### config.mk
export PLATFORM = sky130hd
export DESIGN_NAME = vga_fb_scanout
export DESIGN_NICKNAME = d
export VERILOG_FILES = /design/src/rtl/vga_pkg.sv /design/src/rtl/vga_timing_gen.sv /design/src/rtl/vga_fb_scanout.sv
export SDC_FILE = /design/constraint.sdc
export NUM_CORES = 1
export LEC_CHECK = 0
export CORE_MARGIN = 4
export CORE_UTILIZATION = 49
export DETAILED_ROUTE_END_ITERATION = 12
export PLACE_DENSITY_LB_ADDON = 0.08
export SETUP_SLACK_MARGIN = 0.05
export SYNTH_ARGS = -nofsm -noshare
export SYNTH_HDL_FRONTEND = slang
export SYNTH_SLANG_ARGS = --single-unit
export TNS_END_PERCENT = 1
### constraint.sdc
create_clock -name clk -period 1.8 [get_ports clk]
set_input_delay 0.27 -clock clk [delete_from_list [all_inputs] [get_ports clk]]
set_output_delay 0.27 -clock clk [all_outputs]
set_load 0.02 [all_outputs]
### src/rtl/vga_pkg.sv
// rtl/vga_pkg.sv - shared timing defaults, pixel layout and widths for the VGA scanout
package vga_pkg;

  // 640x480 @ 60 Hz timing, in pixels / lines
  localparam int DEF_H_ACTIVE = 640;
  localparam int DEF_H_FP     = 16;
  localparam int DEF_H_SYNC   = 96;
  localparam int DEF_H_BP     = 48;
  localparam int DEF_V_ACTIVE = 480;
  localparam int DEF_V_FP     = 10;
  localparam int DEF_V_SYNC   = 2;
  localparam int DEF_V_BP     = 33;

  localparam int DEF_H_TOTAL = DEF_H_ACTIVE + DEF_H_FP + DEF_H_SYNC + DEF_H_BP;
  localparam int DEF_V_TOTAL = DEF_V_ACTIVE + DEF_V_FP + DEF_V_SYNC + DEF_V_BP;

  // Frame-buffer word: {R[11:8], G[7:4], B[3:0]}
  localparam int PIX_W   = 12;
  localparam int CH_W    = 4;
  localparam int R_LSB   = 8;
  localparam int G_LSB   = 4;
  localparam int B_LSB   = 0;
  localparam int VRAM_AW = 15;

  // Counter width able to hold values 0..n-1 (at least one bit)
  function automatic int cnt_w(input int n);
    return (n <= 2) ? 1 : $clog2(n);
  endfunction

endpackage

### src/rtl/vga_timing_gen.sv
// rtl/vga_timing_gen.sv - pixel-clock divider, raster counters, sync and blanking strobes
module vga_timing_gen
  import vga_pkg::*;
#(
  parameter int H_ACTIVE = DEF_H_ACTIVE,
  parameter int H_FP     = DEF_H_FP,
  parameter int H_SYNC   = DEF_H_SYNC,
  parameter int H_BP     = DEF_H_BP,
  parameter int V_ACTIVE = DEF_V_ACTIVE,
  parameter int V_FP     = DEF_V_FP,
  parameter int V_SYNC   = DEF_V_SYNC,
  parameter int V_BP     = DEF_V_BP,
  parameter int CLK_DIV  = 4
) (
  input  logic clk,
  input  logic rst,
  output logic pe,
  output logic active,
  output logic hs_raw,
  output logic vs_raw,
  output logic vblank_raw,
  output logic line_end,
  output logic frame_end
);

  localparam int H_TOTAL = H_ACTIVE + H_FP + H_SYNC + H_BP;
  localparam int V_TOTAL = V_ACTIVE + V_FP + V_SYNC + V_BP;

  // One extra code so the exclusive sync end always fits, even with a zero back porch
  localparam int HW = cnt_w(H_TOTAL + 1);
  localparam int VW = cnt_w(V_TOTAL + 1);
  localparam int DW = cnt_w(CLK_DIV);

  localparam logic [DW-1:0] DIV_LAST = DW'(CLK_DIV - 1);
  localparam logic [HW-1:0] H_LAST   = HW'(H_TOTAL - 1);
  localparam logic [VW-1:0] V_LAST   = VW'(V_TOTAL - 1);
  localparam logic [HW-1:0] H_ACT_C  = HW'(H_ACTIVE);
  localparam logic [VW-1:0] V_ACT_C  = VW'(V_ACTIVE);
  localparam logic [HW-1:0] HS_START = HW'(H_ACTIVE + H_FP);
  localparam logic [HW-1:0] HS_END   = HW'(H_ACTIVE + H_FP + H_SYNC);
  localparam logic [VW-1:0] VS_START = VW'(V_ACTIVE + V_FP);
  localparam logic [VW-1:0] VS_END   = VW'(V_ACTIVE + V_FP + V_SYNC);

  logic [DW-1:0] div_cnt;
  logic [HW-1:0] hcnt;
  logic [VW-1:0] vcnt;

  // Pixel-clock divider: pe marks the last clk of every pixel period
  always_ff @(posedge clk) begin
    if (rst) begin
      div_cnt <= '0;
    end else if (pe) begin
      div_cnt <= '0;
    end else begin
      div_cnt <= div_cnt + 1'b1;
    end
  end

  assign pe        = (div_cnt == DIV_LAST);
  assign line_end  = pe && (hcnt == H_LAST);
  assign frame_end = line_end && (vcnt == V_LAST);

  // Raster position: hcnt sweeps the line, vcnt steps once per line wrap
  always_ff @(posedge clk) begin
    if (rst) begin
      hcnt <= '0;
      vcnt <= '0;
    end else if (pe) begin
      if (hcnt == H_LAST) begin
        hcnt <= '0;
        vcnt <= (vcnt == V_LAST) ? '0 : vcnt + 1'b1;
      end else begin
        hcnt <= hcnt + 1'b1;
      end
    end
  end

  assign vblank_raw = (vcnt >= V_ACT_C);
  assign active     = (hcnt < H_ACT_C) && !vblank_raw;
  assign hs_raw     = (hcnt >= HS_START) && (hcnt < HS_END);
  assign vs_raw     = (vcnt >= VS_START) && (vcnt < VS_END);

endmodule

### src/rtl/vga_fb_scanout.sv
// rtl/vga_fb_scanout.sv - raster-order frame-buffer reader driving VGA RGB and sync
module vga_fb_scanout
  import vga_pkg::*;
#(
  parameter int H_ACTIVE = DEF_H_ACTIVE,
  parameter int H_FP     = DEF_H_FP,
  parameter int H_SYNC   = DEF_H_SYNC,
  parameter int H_BP     = DEF_H_BP,
  parameter int V_ACTIVE = DEF_V_ACTIVE,
  parameter int V_FP     = DEF_V_FP,
  parameter int V_SYNC   = DEF_V_SYNC,
  parameter int V_BP     = DEF_V_BP,
  parameter int CLK_DIV  = 4,
  parameter int RD_LAT   = 1,
  parameter int SCALE    = 4,
  parameter int FB_W     = H_ACTIVE / SCALE,
  parameter logic [VRAM_AW-1:0] FB_BASE = '0
) (
  input  logic               clk,
  input  logic               rst,
  output logic [VRAM_AW-1:0] vram_addr,
  input  logic [PIX_W-1:0]   vram_data,
  output logic [CH_W-1:0]    vga_r,
  output logic [CH_W-1:0]    vga_g,
  output logic [CH_W-1:0]    vga_b,
  output logic               vga_hs,
  output logic               vga_vs,
  output logic               vblank,
  output logic               frame_start
);

  // The address is held for a whole pixel period and sampled on its last clk,
  // so any read latency up to CLK_DIV-1 is absorbed without extra pipelining.
  generate
    if (CLK_DIV < 2 || RD_LAT < 0 || RD_LAT > CLK_DIV - 1 ||
        SCALE < 1 || SCALE > 8 || FB_W * SCALE != H_ACTIVE) begin : g_bad_cfg
      $error("vga_fb_scanout: illegal parameter combination");
    end
  endgenerate

  localparam logic [2:0]         SUB_LAST = 3'(SCALE - 1);
  localparam logic [VRAM_AW-1:0] FB_W_A   = VRAM_AW'(FB_W);

  logic pe;
  logic active;
  logic hs_raw;
  logic vs_raw;
  logic vblank_raw;
  logic line_end;
  logic frame_end;

  vga_timing_gen #(
    .H_ACTIVE (H_ACTIVE),
    .H_FP     (H_FP),
    .H_SYNC   (H_SYNC),
    .H_BP     (H_BP),
    .V_ACTIVE (V_ACTIVE),
    .V_FP     (V_FP),
    .V_SYNC   (V_SYNC),
    .V_BP     (V_BP),
    .CLK_DIV  (CLK_DIV)
  ) u_timing (
    .clk        (clk),
    .rst        (rst),
    .pe         (pe),
    .active     (active),
    .hs_raw     (hs_raw),
    .vs_raw     (vs_raw),
    .vblank_raw (vblank_raw),
    .line_end   (line_end),
    .frame_end  (frame_end)
  );

  logic [2:0]         x_sub;
  logic [2:0]         y_sub;
  logic [VRAM_AW-1:0] fb_x;
  logic [VRAM_AW-1:0] row_base;

  // Frame-buffer walk: next column every SCALE active pixels, next row every
  // SCALE active lines; row_base is accumulated so no multiplier is needed
  always_ff @(posedge clk) begin
    if (rst) begin
      x_sub    <= '0;
      y_sub    <= '0;
      fb_x     <= '0;
      row_base <= '0;
    end else if (pe) begin
      if (frame_end) begin
        x_sub    <= '0;
        fb_x     <= '0;
        y_sub    <= '0;
        row_base <= '0;
      end else if (line_end) begin
        x_sub <= '0;
        fb_x  <= '0;
        if (!vblank_raw) begin
          if (y_sub == SUB_LAST) begin
            y_sub    <= '0;
            row_base <= row_base + FB_W_A;
          end else begin
            y_sub <= y_sub + 1'b1;
          end
        end
      end else if (active) begin
        if (x_sub == SUB_LAST) begin
          x_sub <= '0;
          fb_x  <= fb_x + 1'b1;
        end else begin
          x_sub <= x_sub + 1'b1;
        end
      end
    end
  end

  // Wraps modulo 2^15 by width, so a base near the top of memory is legal
  assign vram_addr = FB_BASE + row_base + fb_x;

  // Output stage: retire the current pixel on pe, one pixel period behind the counters
  always_ff @(posedge clk) begin
    if (rst) begin
      vga_r  <= '0;
      vga_g  <= '0;
      vga_b  <= '0;
      vga_hs <= 1'b1;
      vga_vs <= 1'b1;
      vblank <= 1'b0;
    end else if (pe) begin
      vga_r  <= active ? vram_data[R_LSB +: CH_W] : '0;
      vga_g  <= active ? vram_data[G_LSB +: CH_W] : '0;
      vga_b  <= active ? vram_data[B_LSB +: CH_W] : '0;
      vga_hs <= !hs_raw;
      vga_vs <= !vs_raw;
      vblank <= vblank_raw;
    end
  end

  // Frame marker: single clk following the edge where the raster wraps to (0,0)
  always_ff @(posedge clk) begin
    if (rst) begin
      frame_start <= 1'b0;
    end else begin
      frame_start <= frame_end;
    end
  end

endmodule

# Word-level counts from Yosys, hierarchy flattened
# Cells that the tools add are included.
# op_classes
n_reduce_logical,18
eq_ne,6
muxes,21
addsub,8
magnitude_cmp,6
# op_table
cell,count
$mux W15,8
$mux W3,8
$add A10 B1 Y10 const B,2
$eq A10 B10 Y1 const B,2
$ge A10 B9 Y1 const B,2
$lt A10 B10 Y1 const B,2
$mux W10,2
$add A15 B1 Y15 const B,1
$add A15 B15 Y15,1
$add A15 B8 Y15 const B,1
$mux W4,3
$ge A10 B10 Y1 const B,1
$lt A10 B9 Y1 const B,1
$add A3 B1 Y3 const B,2
$eq A3 B2 Y1 const B,2
$reduce_and A3 Y1,2
$reduce_bool A3 Y1,2
$logic_and A1 B1 Y1,5
$reduce_and A2 Y1,2
$reduce_and A4 Y1,1
$reduce_bool A2 Y1,2
$logic_not A1 Y1,3
$add A2 B1 Y2 const B,1
$eq A2 B2 Y1 const B,1
other kinds (2),2
# word_totals
out_inout_bits,31
elab_cells,73
regBits,74

# Longest topological paths before layout
# depth
word_depth,6
depth_mapped,8
depth_no_buf,7

# Modules after synthesis
# Synthesis repeated with hierarchy kept, for this count alone.
# unflattened
hier_cells,418
hier_area_um2,3624.7
# by_module_without_submodules
mod,area_per_inst_um2,cells_each,n_inst
vga_fb_scanout,2476.1,292,1
vga_timing_gen,1148.6,126,1

# Worst setup path before layout
# No wires, ideal clock.
# synth_path
kind,register to output
start,register fb_x[6]
end,output port vram_addr[14]
required_time_ns,1.530
t_arrival_ns,1.791
path_stages_with_launch,7
setup_slack_ns,-0.261
path_cell_list,dfxtp_1 -> ha_1 -> a211oi_1 -> nor3_1 -> and4b_1 -> o21ai_0 -> xnor2_1
# synth_via
elab_chain_len,1
# synth_lines
element,line,source
from (decl),vga_fb_scanout.sv:76,logic [VRAM_AW-1:0] fb_x;
from (signal assigned),vga_fb_scanout.sv:107,fb_x <= fb_x + 1'b1;
$add A15 B15 Y15,vga_fb_scanout.sv:116,assign vram_addr = FB_BASE + row_base + fb_x;
to (decl),vga_fb_scanout.sv:21,"output logic [VRAM_AW-1:0] vram_addr,"
# Every way passes these cells.

# Final worst setup path
# layout_path
start,register fb_x[6]
end,output port vram_addr[13]
# The elaborated chain is that of the path after synthesis.

==> run summary <==
outcome: complete, but fails checks
failing checks: setup timing
Mapped Cells: 359
Synth Flop Type: dfxtp_1
synth top area cells: dfxtp_1 42%, ha_1 6.9%, nor2_1 6.9%
post-place setup slack: -0.626 ns
number of max-cap violations: 0
Hold Startpoint: u_timing.div_cnt[0]$_SDFF_PP0_
final worst setup slack: -0.521 ns
vias in the first global route: 2933
Worst Path Arrival: 2.05 ns
CTS tree: built
#FFs+latches synth: 69
post-DP HPWL: 5680 um
RSZ-0062 raised after global routing: yes
crit end category: output pin
Setup CP Type: reg -> out
area leader, netlist: dfxtp_1
total wire length: 7770 um
GRT Total Usage: 21.0%
Fin. Hold Viols: 0
dpl cells: 531
via-per-instance ratio: 5.32
Pre-antenna DRT Iters: 4
initial core utilization: 50.8%
Synth Cell Area: 3260 sq um
Root Driver: clkbuf_8
DRC viols: 0
1st-iter DRT viols: 98
layout cell share with drive strength beyond 1: 27.8%
post-synthesis cell type count: 41
nets: 498
H-tree Lvls: 3
leakage: 0.00191 uW
Crit path required time: 1.53 ns
Slew HR: 42.3%
Die Y: 89.6 um
Final Core Density: 73.2%
Final GP Congestion: 0.823
grt total ovfl: 0
routed vias: 2915
power density over cell area: 662 nW/um^2
Async SR Flop Fraction: 0%
CP max FO: 2
Worst IR Drop VDD: 0.000736 V
Clock transition at path regs: 0.08 ns
CTS Buffer Depth: 2
hold depth: 1
Detail Route Antenna Nets: 0
transition time of the tightest slew-check pin: 0.863 ns
CTS buffer count: 9
worst min-delay path category: reg -> reg
Layout area overhead: 44.1%
Synth Net Count: 391
most common library cells after synthesis: 69 x dfxtp_1, 60 x nor2_1, 24 x xor2_1
post-route clock period utilization: 129%
Reg2Reg Depth: 7
pin count of the biggest net entering global routing: 25
initial antenna violation count: 0
Yosys top cell area share: 42.3%
top-count cell post-synth: dfxtp_1
average cell area after synthesis: 9.09 sq um
Clock Latency Late Sink: 0.35 ns
Setup crit start kind: register
first-pass GRT wire length: 13100 um
Final Max Tran Viols: 0
number of synthesized flops with an enable pin: 0
Yosys warning count: 0
final cell count without fillers: 548
setup TNS: -3.01 ns
WL/cell: 14.2 um
Final min period: 2.32 ns
Core ar.: 6420 sq um
R2R Path Start: u_timing.div_cnt[0]$_SDFF_PP0_
die area: 8030 sq um
Die W: 89.6 um
CP startpoint: fb_x[6]$_SDFFE_PP0P_
diode count: 0
Port Buf Inserts: 44
Clock Sinks: 69
Seq/Total Area, Yosys: 42.3%
I/O pin cnt: 45
Fmax achieved: 431 MHz
setup violators final: 15
Setup Skew: 0.00964 ns
Rows: 29
worst max-delay path, cell delays in order (launching register included):
cell      delay, ns
dfxtp_2        0.34
ha_4           0.25
a211oi_4       0.25
nor3_1         0.07
and4b_1        0.26
buf_4          0.12
nor2b_1        0.04
o31a_1         0.24
buf_6          0.13
where the power goes:
part / switching [uW] / internal [uW] / total, uW
clock network: 606 / 780 / 1390
registers: 14.4 / 1550 / 1560
logic: 78.8 / 85.9 / 165
stage by stage:
| stage | power [uW] | hold WS [ns] | area [sq um] |
|---|---|---|---|
| 2_1_floorplan | 1680 | 0.396 | 3380 |
| 3_3_place_gp | 1760 | 0.421 | 4350 |
| 3_5_place_dp | 1760 | 0.430 | 4350 |
| 4_1_cts | 3140 | 0.441 | 4650 |
| 5_1_grt | 3230 | 0.456 | 4700 |
| 6_report | 3110 | 0.437 | 4700 |
path summary, 6_finish.rpt:
kind | slack [ns] | to
worst min-delay path | 0.44 | u_timing.div_cnt[0]$_SDFF_PP0_
worst min register to register | 0.44 | u_timing.div_cnt[0]$_SDFF_PP0_
worst max register to register | -0.10 | row_base[14]$_SDFFE_PP0P_
worst max-delay path | -0.52 | vram_addr[13]
final cells by class:
type	count	area [sq um]
Clock buffer	10	128
Clock inverter	6	86.3
Fill cell	515	1720
Inverter	7	26.3
Multi-Input combinational cell	266	2010
Sequential cell	69	1390
Tap cell	77	96.3
Timing Repair Buffer	113	966
logic make-up (layout without fill, tap and decap cells):
group / count (synthesis) / count (layout) / share of synthesized area (%)
and+or+nand+nor: 155 / 155 / 24.2
DFF: 69 / 69 / 42.3
xor gates and xnor gates: 47 / 47 / 12.6
AOI/OAI and AO/OA: 42 / 42 / 9.36
buffers and inverters: 24 / 136 / 3.34
adders and majority gates: 18 / 18 / 6.90
muxes: 4 / 4 / 1.23
routing by layer:
layer | global-route usage (%) | share of wire (%) | vias to the layer above
li1 | - | - | 1486
met1 | 27.0 | 46 | 1372
met2 | 33.7 | 48 | 41
met3 | 4.93 | 3.4 | 16
met4 | 8.66 | 2.3 | 0
met5 | 0 | 0 | -
sequential cells by signal (all words and copies together), names as in the netlist, 2 cells and up:
| register | cells |
|---|---|
| vga_r | 4 |
| x_sub | 3 |
| vga_b | 4 |
| row_base | 10 |
| u_timing.vcnt | 10 |
| u_timing.hcnt | 10 |
| vga_g | 4 |
| fb_x | 15 |
| u_timing.div_cnt | 2 |
| y_sub | 3 |
cell usage in the layout, fill, tap and decap left out, types with 4 or more instances in the layout:
master           Yosys  routed
nand3_1             10      10
clkdlybuf4s50_1      0      34
mux2i_1              4       4
nor3_1              10       9
and3_1               5       5
o21ai_0              8       5
xor2_1              24      24
buf_4                2      72
inv_1                7       7
a22o_1              12      12
or3_1                4       4
ha_1                18      11
nor4_2               2       4
xnor2_1             23      22
ha_4                 0       6
nor4_4               0       4
clkbuf_8             0       9
dfxtp_2              0       7
and4_1               5       5
nor2_1              60      58
dfxtp_1             69      62
a21oi_1              7       6
nand4_1             17      17
buf_6                1       5
nand2_1             18      18
repair_timing:
action,in CTS,in global routing
resized for setup,70,10
hold endpoints to repair,0,0
setup endpoints to repair,29,68
pin swaps,8,2
buffers inserted,0,1
hold buffers,0,0
No activity file was read; power rests on OpenSTA's default activity.
